[src/rtl/dstream_pkg.sv]
// Shared dstream types and helpers. Build option: DSTREAM_FIFO_HWM_EN enables
// the FIFO high-water-mark port.
`ifndef DSTREAM_PKG_SV
`define DSTREAM_PKG_SV
`define DSTREAM_DWORD_T(W) logic [(W)-1:0]

package dstream_pkg;

  localparam int DSTREAM_W_DEFAULT = 30;

  typedef logic [DSTREAM_W_DEFAULT-1:0] dword_t;

  // Pointer width for a storage depth; a single-word store still needs one bit.
  function automatic int clog2_depth(input int depth);
    return (depth < 2) ? 1 : $clog2(depth);
  endfunction

endpackage
`endif

[src/rtl/dstream_if.sv]
// dstream valid/ready/data bundle; "in" is the consumer view, "out" the producer view.
interface dstream #(
  parameter int N = 30
);
  logic                 valid;
  logic                 ready;
  `DSTREAM_DWORD_T(N)   data;

  modport in  (input valid, input data, output ready);
  modport out (output valid, output data, input ready);
endinterface

[src/rtl/dstream_fifo.sv]
// Synchronous dstream FIFO with registered-state ready. Optional high-water
// mark output is enabled with DSTREAM_FIFO_HWM_EN.
module dstream_fifo
  import dstream_pkg::*;
#(
  parameter  int N     = DSTREAM_W_DEFAULT,
  parameter  int DEPTH = 8,
  localparam int PW    = clog2_depth(DEPTH),
  localparam int CW    = PW + 1
) (
  input  logic          clk,
  input  logic          reset,
  dstream.in            x,
  dstream.out           y,
  output logic [CW-1:0] count
`ifdef DSTREAM_FIFO_HWM_EN
  ,
  output logic [CW-1:0] hwm
`endif
);

  `DSTREAM_DWORD_T(N) mem_q [DEPTH];
  logic [PW-1:0] wr_ptr_q, wr_ptr_d;
  logic [PW-1:0] rd_ptr_q, rd_ptr_d;
  logic [CW-1:0] count_q, count_d;
  logic          push, pop;

  // Ready looks only at registered occupancy, so y.ready never reaches x.ready.
  assign x.ready = !reset && (count_q != CW'(DEPTH));
  assign y.valid = (count_q != '0);
  assign y.data  = mem_q[rd_ptr_q];
  assign count   = count_q;

  always_comb begin
    push     = x.valid && x.ready;
    pop      = y.valid && y.ready;
    wr_ptr_d = wr_ptr_q;
    rd_ptr_d = rd_ptr_q;
    count_d  = count_q;
    if (push) wr_ptr_d = wr_ptr_q + PW'(1);
    if (pop)  rd_ptr_d = rd_ptr_q + PW'(1);
    case ({push, pop})
      2'b10:   count_d = count_q + CW'(1);
      2'b01:   count_d = count_q - CW'(1);
      default: count_d = count_q;
    endcase
  end

  always_ff @(posedge clk) begin
    if (reset) begin
      wr_ptr_q <= '0;
      rd_ptr_q <= '0;
      count_q  <= '0;
    end else begin
      wr_ptr_q <= wr_ptr_d;
      rd_ptr_q <= rd_ptr_d;
      count_q  <= count_d;
    end
  end

  // Storage is deliberately not reset; push is already blocked during reset.
  always_ff @(posedge clk) begin
    if (push) mem_q[wr_ptr_q] <= x.data;
  end

`ifdef DSTREAM_FIFO_HWM_EN
  logic [CW-1:0] hwm_q, hwm_d;

  always_comb begin
    hwm_d = (count_q > hwm_q) ? count_q : hwm_q;
  end

  always_ff @(posedge clk) begin
    if (reset) hwm_q <= '0;
    else       hwm_q <= hwm_d;
  end

  assign hwm = hwm_q;
`endif

endmodule

[src/flat_wrapper.sv]
// flat-port wrapper written by rule: the top's interface ports become plain ports
module dstream_fifo_flat import dstream_pkg::*;
#(
  parameter  int N     = DSTREAM_W_DEFAULT,
  parameter  int DEPTH = 8,
  localparam int PW    = clog2_depth(DEPTH),
  localparam int CW    = PW + 1
)
  (clk, reset, count, x_valid, x_data, x_ready, y_valid, y_data, y_ready);
  dstream #(.N(N)) x_i ();
  dstream #(.N(N)) y_i ();
  input  logic clk;
  input  logic reset;
  output logic [CW-1:0] count;
  input wire logic [$bits(x_i.valid)-1:0] x_valid;
  input wire logic [$bits(x_i.data)-1:0] x_data;
  output wire logic [$bits(x_i.ready)-1:0] x_ready;
  output wire logic [$bits(y_i.valid)-1:0] y_valid;
  output wire logic [$bits(y_i.data)-1:0] y_data;
  input wire logic [$bits(y_i.ready)-1:0] y_ready;
  assign x_i.valid = x_valid;
  assign x_i.data = x_data;
  assign x_ready = x_i.ready;
  assign y_valid = y_i.valid;
  assign y_data = y_i.data;
  assign y_i.ready = y_ready;
  dstream_fifo #(.N(N), .DEPTH(DEPTH)) u_core (.clk(clk), .reset(reset), .x(x_i), .y(y_i), .count(count));
endmodule
[config.mk]
export PLATFORM = sky130hd
export DESIGN_NAME = dstream_fifo_flat
export DESIGN_NICKNAME = d
export VERILOG_FILES = /design/src/rtl/dstream_pkg.sv /design/src/rtl/dstream_if.sv /design/src/rtl/dstream_fifo.sv /design/src/flat_wrapper.sv
export SDC_FILE = /design/constraint.sdc
export NUM_CORES = 1
export LEC_CHECK = 0
export CELL_PAD_IN_SITES_DETAIL_PLACEMENT = 2
export CELL_PAD_IN_SITES_GLOBAL_PLACEMENT = 2
export CORE_ASPECT_RATIO = 1.5
export CORE_MARGIN = 10
export CORE_UTILIZATION = 47
export DETAILED_ROUTE_END_ITERATION = 10
export GPL_ROUTABILITY_DRIVEN = 0
export PLACE_DENSITY_LB_ADDON = 0.1
export SYNTH_ARGS = -nofsm -noshare
export SYNTH_HDL_FRONTEND = slang
export SYNTH_SLANG_ARGS = --single-unit
[constraint.sdc]
create_clock -name clk -period 6 [get_ports clk]
set_clock_uncertainty 0.15 [all_clocks]
set_input_delay 0.9 -clock clk [delete_from_list [all_inputs] [get_ports clk]]
set_output_delay 0.9 -clock clk [all_outputs]
set_load 0.005 [all_outputs]
## After elaboration in Yosys (flattened, before gate mapping)

Memories as Yosys holds them, arrays and structs flattened. A register that Yosys moved wholly into a read port is not among the register bits.
Cells that the tools add are included.

| word-level totals | value |
|---|---|
| output and inout bits | 36 |
| input port bits | 34 |
| bits in writable memories | 240 |
| memories kept | 1 |
| register bits after elaboration | 10 |
| word-level logic and storage cells | 22 |

Memories:

| name | depth | width | read ports | clocked after memory_dff | write ports | line | source |
|---|---|---|---|---|---|---|---|
| u_core.mem_q | 8 | 30 | 1 | 1 | 1 | dstream_fifo.sv:22 | `` `DSTREAM_DWORD_T(N) mem_q [DEPTH]; `` |

| operators by class | value |
|---|---|
| muxes and demuxes | 5 |
| equality and inequality tests | 3 |
| $add $sub $neg | 4 |
| reduce and logical (&&, ||, !) cells | 6 |

Operators by type and width:

| operator | number |
|---|---|
| $pmux W4 S2 | 1 |
| $add A3 B1 Y3 const B | 2 |
| $mux W3 | 2 |
| $add A4 B1 Y4 const B | 1 |
| $ne A4 B4 Y1 const B | 1 |
| $reduce_bool A4 Y1 | 1 |
| $sub A4 B1 Y4 const B | 1 |
| $logic_and A1 B1 Y1 | 3 |
| $eq A2 B1 Y1 const B | 1 |
| $eq A2 B2 Y1 const B | 1 |
| $mux W1 | 2 |
| $reduce_bool A2 Y1 | 1 |
| $logic_not A1 Y1 | 1 |

## Depth between registers and ports, before layout

| depth | value |
|---|---|
| depth in word-level cells | 5 |
| mapped depth | 10 |
| gate-level depth less buffers | 10 |

## Worst setup path after synthesis

OpenSTA, ideal clock, no wires.

| path | value |
|---|---|
| path type | input -> register |
| start | input port reset |
| end | memory u_core.mem_q[0][0] in the netlist's numbering (enable) |
| arrival time | 4.055 ns |
| data required time | 5.357 ns |
| setup slack | 1.302 ns |
| cell stages on the path | 3 |
| cells stage by stage | inv_1 -> nand3_2 -> nor4_1 |

| between the ends | value |
|---|---|
| longest elaborated chain between the ends | 5 |

RTL lines:

| what | line | source |
|---|---|---|
| start: declaration | flat_wrapper.sv:13 | `input logic reset;` |
| $logic_not A1 Y1 | dstream_fifo.sv:29 | `assign x.ready = !reset && (count_q != CW'(DEPTH));` |
| $logic_and A1 B1 Y1 | dstream_fifo.sv:29 |  |
| $logic_and A1 B1 Y1 | dstream_fifo.sv:35 | `push = x.valid && x.ready;` |
| $mux W1 | dstream_fifo.sv:63 | `if (push) mem_q[wr_ptr_q] <= x.data;` |
| $mux W1 (not written as such) | dstream_fifo.sv:63 |  |
| end: declaration | dstream_fifo.sv:22 |  |

No other way between the ends.

==> out/qor.log <==
[timing] fin crit share 68.5%
[route] via-per-instance ratio 5.69
[clock_network] hold bufs inserted after CTS 0
[job] MaxCap Viol Count 0
[global_route] vias in the first global route 5,160
[setup_path] largest stage delay on the critical path 1.04 ns
[timing] RSZ-0062 raised after global routing no
[setup_path] Worst EP required 4.95 ns
[logic_synthesis] count of cell types in the netlist 30
[route] remaining design rule violation count 0
[clock_network] Post-CTS Setup Repair Bufs 0
[logic_synthesis] post-synthesis instance total 423
[setup_path] CP endpoint kind output port
[pwr] fraction of power consumed by the clock network 36.1%
[place] number of I/O port buffers 69
[layout] most used cells in the layout excluding fill and tap cells sky130_fd_sc_hd__edfxtp_1, sky130_fd_sc_hd__clkdlybuf4s50_1, sky130_fd_sc_hd__mux4_1, sky130_fd_sc_hd__mux2_2, sky130_fd_sc_hd__clkbuf_16
[setup_path] Worst Path Arrival 3.06 ns
[pwr] Gate power share 14.0%
[logic_synthesis] YS warnings 0
[timing] hold violation count in the final report 0
[setup_path] category of the worst setup path launch point register
[outcome] result of the run completed
[setup_path] category of the most critical setup path register to output port
[logic_synthesis] sequential fraction of the synthesis area 75.4%
[clock_network] root buf cell sky130_fd_sc_hd__clkbuf_16
[pwr] net switching power figure 0.943 mW
[layout] share of final-layout standard cells stronger than drive strength 1 16.1%
[clock_network] total number of H-tree levels 1
[route] number of antenna-violating nets in the routed design 0
[logic_synthesis] summed instance area of the synthesized netlist 9900 um2
[pwr] switching share of total power 22.7%
[global_route] first-pass GRT wire length 33,200 um
[setup_path] maximum fanout along the worst path 60
[pwr] total power density per cell area 355 nW/um2
[timing] number of pins with negative max-slew slack in the final report 0
[setup_path] cell breakdown of the critical path mux4_1 > mux2_2 > clkdlybuf4s50_1
[route] total length of routed wires 21,400 um
[logic_synthesis] average cell area after synthesis 23.4 um2
[place] half-perimeter wire length after placement 13,000 um
[layout] # diodes 0
[logic_synthesis] #FFs+latches synth 253
[route] average routed wire per standard cell 26.9 um
[global_route] largest net degree at the start of global routing 61
[floorplan] count of pins on the block boundary 70
[floorplan] total number of placement rows 65
[place] number of cells after detailed placement 749
[logic_synthesis] number of nets in the synthesized netlist 462
[layout] Cell Count, Final, Fillers Out 795
[floorplan] Die Wd 139 um
[timing] worst hold-check slack 0.373 ns
[clock_network] clock transition at the registers of the reported paths 0.06 ns
[pwr] peak ir drop on the vdd network 0.000309 V
[floorplan] initial standard-cell utilization of the core 47.4%
[timing] post-route minimum period 4.11 ns
[logic_synthesis] leading cell types by total area after synthesis sky130_fd_sc_hd__edfxtp_1, sky130_fd_sc_hd__mux4_1, sky130_fd_sc_hd__mux2_2
[clock_network] number of sinks driven by the clock tree 253
[pwr] part of the power in registers 50.0%
[floorplan] Total Die Area 27,400 um2
[timing] count of final setup violators 0
[global_route] gr usage total 15.7%
[floorplan] die height 198 um
[timing] Max-slew headroom 19.4%
[clock_network] number of clock buffers inserted by TritonCTS 25
[timing] sum of negative setup slack 0 ns
[layout] most common cell after layout, fill and taps aside sky130_fd_sc_hd__edfxtp_1
[route] initial DRC count 273
[timing] actual transition at the worst max-transition pin 1.21 ns
[timing] maximum frequency from static timing analysis 243 MHz
[logic_synthesis] cell type contributing the most total cell area after synthesis sky130_fd_sc_hd__edfxtp_1
[clock_network] Skew-Pair Late Insertion Delay 0.51 ns
[floorplan] Core Region 20,900 um2
[route] via count 4,520
[logic_synthesis] share of Yosys cell area claimed by the top area cell type 72.8%
[pwr] leakage 3.77 nW
[clock_network] clock tree from TritonCTS yes
[clock_network] post_cts resized 0
[global_route] overall overflow remaining after global route 0
[route] number of search-and-repair iterations in the first detailed-routing pass 6
[layout] number of nets in the layout 547
[min_path] worst hold-check path type register to register
[layout] area grow syn2layout 18.2%
[setup_path] slowest stage cell, crit path sky130_fd_sc_hd__dfxtp_4
[layout] number of fillers in the final layout 1,691
[pwr] Internal Power 3.22 mW
[clock_network] number of buffers on the longest clock path 3
[global_route] number of antenna violations at the first check in global routing 0
==> stage by stage <==
stage	worst slack [ns]	util [%]	power, mW	cell area [um2]
floorplan	1.30	-	2.43	9900
global placement	2.28	52.2	2.68	10900
detailed placement	2.07	52.2	2.72	10900
CTS	1.81	56.0	4.22	11700
global route	1.77	56.0	4.33	11700
finish	1.89	56.0	4.16	11700
==> Yosys cell counts <==
master / number
sky130_fd_sc_hd__edfxtp_1: 240
sky130_fd_sc_hd__mux4_1: 60
sky130_fd_sc_hd__mux2_2: 30
sky130_fd_sc_hd__dfxtp_1: 13
sky130_fd_sc_hd__clkbuf_1: 12
sky130_fd_sc_hd__nor2_1: 11
sky130_fd_sc_hd__buf_6: 7
sky130_fd_sc_hd__nand3_1: 6
sky130_fd_sc_hd__xor2_1: 6
sky130_fd_sc_hd__ha_1: 5
sky130_fd_sc_hd__nand2_1: 5
sky130_fd_sc_hd__nor3_1: 4
sky130_fd_sc_hd__a21oi_1: 3
sky130_fd_sc_hd__o21ai_0: 3
sky130_fd_sc_hd__inv_1: 2
sky130_fd_sc_hd__nand2b_1: 2
sky130_fd_sc_hd__a211o_1: 1
sky130_fd_sc_hd__and2_1: 1
sky130_fd_sc_hd__and4_1: 1
sky130_fd_sc_hd__mux2i_1: 1
sky130_fd_sc_hd__nand3_2: 1
sky130_fd_sc_hd__nand4_1: 1
sky130_fd_sc_hd__nor2b_1: 1
sky130_fd_sc_hd__nor4_1: 1
sky130_fd_sc_hd__nor4b_1: 1
sky130_fd_sc_hd__nor4bb_1: 1
sky130_fd_sc_hd__or3_1: 1
sky130_fd_sc_hd__or4_4: 1
sky130_fd_sc_hd__or4b_4: 1
sky130_fd_sc_hd__xnor2_1: 1
==> per-layer routing <==
layer	vias up	global-route usage [%]	share of wire, %
met5	-	0	0
met4	0	3.64	1.5
met3	21	2.28	3.3
met2	87	29.1	55
met1	2412	18.6	40
li1	2000	-	-
==> worst max-delay path, delay by kind of cell, from the launching register on <==
kind | cells | cell delay [ns]
mux | 2 | 1.03
flops | 1 | 1.04
buf+inv | 1 | 0.46
==> registers in the layout, summed over array words and instances (netlist names), named ones only <==
name and cells:
u_core.wr_ptr_q 3, u_core.rd_ptr_q 3, u_core.mem_q 240, u_core.count 4
==> power groups by stage <==
stage	Sequential, mW	Clock [mW]	Combinational (mW)
global placement	2.11	0	0.567
CTS	2.08	1.54	0.599
global route	2.09	1.60	0.639
finish	2.08	1.50	0.580
floorplan	2.05	0	0.375
detailed placement	2.12	0	0.597
==> layout make-up <==
cell class	instances	area, um2	share of cell area, %
repair buffers	77	751	6.41
flip-flops and latches	253	7470	63.8
clock buffers	39	719	6.15
well taps	268	335	2.86
multi-input cells	149	2350	20.1
clock inverters	7	67.6	0.577
inverters	2	7.51	0.0641
==> kinds of logic (layout without fill, tap and decap cells) <==
group	Yosys count	in the layout	synth area share, %
AO/OA/AOI/OAI	7	7	0.392
XOR/XNOR	7	7	0.619
adder cells (fa/ha/maj)	5	5	0.632
buffers and inverters	21	125	1.33
flip-flops	253	253	75.4
multiplexers	91	91	19.4
AND/OR/NAND/NOR	39	39	2.19
==> worst paths after layout <==
path | from | to | slack, ns | cells past startpoint
min reg2reg | u_core.count[3] | u_core.count[3] | 0.37 | 2
min | u_core.count[3] | u_core.count[3] | 0.37 | 2
max | register | y_data[22] | 1.89 | 3
max reg2reg | u_core.count[1] | u_core.mem_q[3][2] | 3.21 | 4
No activity file was read; power rests on OpenSTA's default activity.
